[config.mk]
export PLATFORM = sky130hd
export DESIGN_NAME = shift_add_mul_ctrl
export DESIGN_NICKNAME = d
export VERILOG_FILES = /design/src/rtl/shift_add_mul_ctrl.sv
export SDC_FILE = /design/constraint.sdc
export NUM_CORES = 1
export LEC_CHECK = 0
export ABC_AREA = 1
export BUFFER_PORTS_ARGS = -buffer_cell sky130_fd_sc_hd__buf_2
export CORE_MARGIN = 2
export CORE_UTILIZATION = 46
export CTS_CLUSTER_DIAMETER = 50
export DETAILED_ROUTE_END_ITERATION = 10
export MAX_ROUTING_LAYER = met4
export PLACE_DENSITY = 0.8
export SYNTH_ARGS = -nofsm -noshare
export SYNTH_HDL_FRONTEND = slang
export SYNTH_SLANG_ARGS = --single-unit
[constraint.sdc]
create_clock -name clk -period 3.7 [get_ports clk]
set_input_delay 0.37 -clock clk [delete_from_list [all_inputs] [get_ports clk]]
set_output_delay 0.37 -clock clk [all_outputs]
set_load 0.02 [all_outputs]
[src/rtl/shift_add_mul_ctrl.sv]
`default_nettype none
// ============================================================================
// Module   : shift_add_mul_ctrl
// Brief    : 32x32 unsigned shift-and-add multiplier controller. The
//            accumulation uses an external 32-bit adder.
// Revision : 1.0 - initial release
// ============================================================================
module shift_add_mul_ctrl (
  input  logic        clk,
  input  logic        rst,
  input  logic        start,
  input  logic [31:0] mcand,
  input  logic [31:0] mplier,
  output logic [31:0] add_a,
  output logic [31:0] add_b,
  output logic        add_ci,
  input  logic [31:0] add_s,
  input  logic        add_co,
  output logic        busy,
  output logic        done,
  output logic [63:0] product
);

  localparam logic [4:0] c_last_iter = 5'd31;

  typedef enum logic [1:0] {
    S_IDLE = 2'd0,
    S_BUSY = 2'd1,
    S_DONE = 2'd2
  } state_t;

  state_t      r_state;
  state_t      w_state_nxt;
  logic [31:0] r_p_hi;
  logic [31:0] r_p_lo;
  logic [31:0] r_m;
  logic [4:0]  r_cnt;
  logic        r_done;
  logic        w_load;
  logic        w_busy;
  logic        w_last;

  assign w_busy = (r_state == S_BUSY);
  assign w_last = w_busy && (r_cnt == c_last_iter);
  // A new operation may begin from IDLE or directly from DONE.
  assign w_load = start && !w_busy;

  always_ff @(posedge clk or posedge rst) begin
    if (rst) begin
      r_state <= S_IDLE;
    end else begin
      r_state <= w_state_nxt;
    end
  end

  always_comb begin
    w_state_nxt = r_state;
    case (r_state)
      S_IDLE: if (start) w_state_nxt = S_BUSY;
      S_BUSY: if (r_cnt == c_last_iter) w_state_nxt = S_DONE;
      S_DONE: if (start) w_state_nxt = S_BUSY;
      default: w_state_nxt = S_IDLE;
    endcase
  end

  // Adder operands are forced to zero outside BUSY to keep the adder quiet.
  always_comb begin
    add_a  = 32'd0;
    add_b  = 32'd0;
    add_ci = 1'b0;
    if (w_busy) begin
      add_a = r_p_hi;
      add_b = r_p_lo[0] ? r_m : 32'd0;
    end
  end

  // Each iteration shifts the 65-bit {carry, sum, P_lo} right by one.
  always_ff @(posedge clk or posedge rst) begin
    if (rst) begin
      r_p_hi <= 32'd0;
      r_p_lo <= 32'd0;
      r_m    <= 32'd0;
      r_cnt  <= 5'd0;
    end else if (w_load) begin
      r_p_hi <= 32'd0;
      r_p_lo <= mplier;
      r_m    <= mcand;
      r_cnt  <= 5'd0;
    end else if (w_busy) begin
      r_p_hi <= {add_co, add_s[31:1]};
      r_p_lo <= {add_s[0], r_p_lo[31:1]};
      r_cnt  <= r_cnt + 5'd1;
    end
  end

  always_ff @(posedge clk or posedge rst) begin
    if (rst) begin
      r_done <= 1'b0;
    end else begin
      r_done <= w_last;
    end
  end

  assign busy    = w_busy;
  assign done    = r_done;
  assign product = {r_p_hi, r_p_lo};

endmodule
`default_nettype wire

==> impl_metrics.toml <==
[timing]
setup_viol_count_final = 0
skew_ps = 11.3
drv_slew = 0
relSlewSlack_pct = 38.1
finalCritPeriodShare_pct = 69.2
hold_viol_final = 0
max_freq_mhz = 391
layout_setup_ws_ps = 1140
rsz0062_at_grt = "no"
tightest_slew_ps = 926
tns_ps = 0
min_period_ps = 2560

[detailed_routing]
ant_nets = 0
vias = 4601
drt-initial-drc-count = 282
wl_per_cell_um = 13.9
wl_um = 13000
drc = 0
firstDrtPassIters = 5
vias_per_cell = 4.95

[floorplan]
io_pins = 231
die_y_um = 104
initial_core_util_pct = 47.4
num_rows = 36
dieArea_um2 = 10800
chipWidth_um = 104
core_um2 = 9730

[pwr]
ir_drop_v = 0.000376
p_leak_nw = 3.45
power-per-cell-area_nw_per_um2 = 882

[global_routing]
gr-total-overflow = 0
grt_pass1_vias = 4361
grt_max_degree = 75
antenna_found_initial = 0
grt.total_usage_pct = 24.5
grt_pass1_wl_um = 21000

[cts]
numCtsBuffers = 9
cts.sinks = 104
htreeDepth = 3
clockRootBuffer = "clkbuf_8"
cts_resized = 0
clk_latency_ps = 350
tritoncts = "done"
ctsHoldBuffers = 0
cts_buffer_depth = 2
post_cts_buffers = 0
clk_pin_slew_ps = 100

[critical_path]
cp.arrival_ps = 2190
required_ps = 3330
crit_path_start = "r_state[1]$_DFFE_PP0P_"
cp-start-kind = "flop"
cp_slowest_cell = "buf_4"
path_cells = "inv_2 > nand2_2 > buf_4 > nor2_1 > buf_2"
endpoint_kind = "output port"
slowest_delay_ps = 570
timing.rr.start = "r_state[1]$_DFFE_PP0P_"
critPathTopFamily = "buffers and inverters"
critical_path_buf_inv_count = 3
worstPathMaxFanout = 52
path_class = "flop to output port"

[synth]
synthCells = 582
avgSynthCellArea_um2 = 7.92
synth_seq_cells = 104
synth_fp_nets = 684
synth_top_cell_by_area = "dfrtp_1"
synthDistinctLibCells = 18
synth.area.top_cells = "dfrtp_1 (56%), nand2_1 (16%), nand3_1 (7.2%)"
yosysWarnings = 0
synth_top_area_share_pct = 56.5
ys_seq_area_share_pct = 56.5
syn_area_um2 = 4610

[hold_path]
hp-class = "input port to flop"
hold_start = "mcand[10]"

[finish]
area_delta_synth_final_pct = 29.8
antennaDiodeCount = 0
fill_cells = 865
nets = 894
layout-drive-gt1-share_pct = 32.2

[place]
pre_cts_ws_ps = 1270
dp_hpwl_um = 9240
numPortBuffers = 229
gp_congestion = 0.858

[run_status]
outcome = "finished, final reports clean"

[run]
drv_cap = 0
## cell type report
class,instances,area [um2],area share (%)
Inverter,57,216,3.62
Clock inverter,4,45.0,0.753
Timing Repair Buffer,235,1190,19.9
Sequential cell,104,2600,43.5
Clock buffer,11,141,2.36
Multi-Input combinational cell,385,1620,27.1
Tap cell,133,166,2.78
## through the flow
stage	cells	power [mW]	hold slack (ps)	cell area, um2	util, %
after floorplan	582	3.70	448	4610	-
after detailed placement	914	4.62	466	5800	59.6
after global routing	929	5.68	187	5980	61.5
after global placement	914	4.52	463	5800	59.6
after CTS	929	5.31	185	5980	61.5
final	929	5.28	197	5980	61.5
## cell families after synthesis
family          share of synthesized area (%)
fa+ha+maj                               0.543
flops                                    56.5
other cells                            0.0814
simple gates                             28.8
compound gates                           5.67
buf+inv                                  8.47
## report_power, final
part           internal, mW  total (mW)  switching, mW
combinational         0.824        2.67           1.84
clock                 0.325       0.685          0.360
sequential             1.61        1.92          0.314
total                  2.76        5.28           2.52
## cell usage in the layout, fill, tap and decap left out
cell | netlist | layout
buf_4 | 4 | 6
bufinv_16 | 0 | 1
nor2_1 | 69 | 69
clkinv_2 | 0 | 3
nor2_4 | 0 | 1
ha_1 | 2 | 2
buf_2 | 21 | 229
a21oi_1 | 1 | 1
clkbuf_8 | 0 | 10
nand2_2 | 1 | 1
inv_2 | 4 | 4
conb_1 | 1 | 1
inv_4 | 0 | 1
nand3_1 | 66 | 66
nand2_1 | 193 | 193
inv_1 | 53 | 52
clkbuf_1 | 10 | 1
o21ai_0 | 43 | 43
o22ai_1 | 1 | 1
o21ai_1 | 7 | 7
dfrtp_1 | 104 | 104
## state kept, by name, summed over array words and instances, names as in the netlist
name,cells
r_cnt,5
r_m,32
r_p_lo,32
r_state,2
done,1
r_p_hi,32
## Yosys cell counts
cell type,instances
inv_1,53
dfrtp_1,104
ha_1,2
nand3_1,66
clkbuf_1,10
nand2_2,1
nor2_2,1
nor2_1,69
buf_1,1
nand2_1,193
conb_1,1
o21ai_0,43
buf_2,21
buf_4,4
o22ai_1,1
a21oi_1,1
inv_2,4
o21ai_1,7
## worst paths after layout
path                       slack, ps  cells past startpoint                     end
min in group asynchronous        210                      2      r_m[4]$_DFFE_PP0P_
hold / removal                   200                      3     r_m[10]$_DFFE_PP0P_
setup reg to reg                1280                      6     r_m[28]$_DFFE_PP0P_
setup / recovery                1140                      5               add_a[13]
hold reg to reg                  490                      2      r_m[1]$_DFFE_PP0P_
max in group asynchronous       2710                      3  r_p_lo[14]$_DFFE_PP0P_
## layer usage
layer  global-route usage [%]  wire, um  vias to the layer above
met5                        -         0                        -
met4                     8.11       226                        0
met3                     3.57       817                       20
met2                     40.2      6480                      207
met1                     31.6      5430                     2171
li1                         -         -                     2203
## worst reg2reg max path, cell delays in order (launching register included)
cell and delay (ps):
dfrtp_1 430, inv_2 50, nand2_2 510, nand2_1 100, buf_4 230, inv_2 680
o21ai_0 240
(Power assumes the default switching activity.)
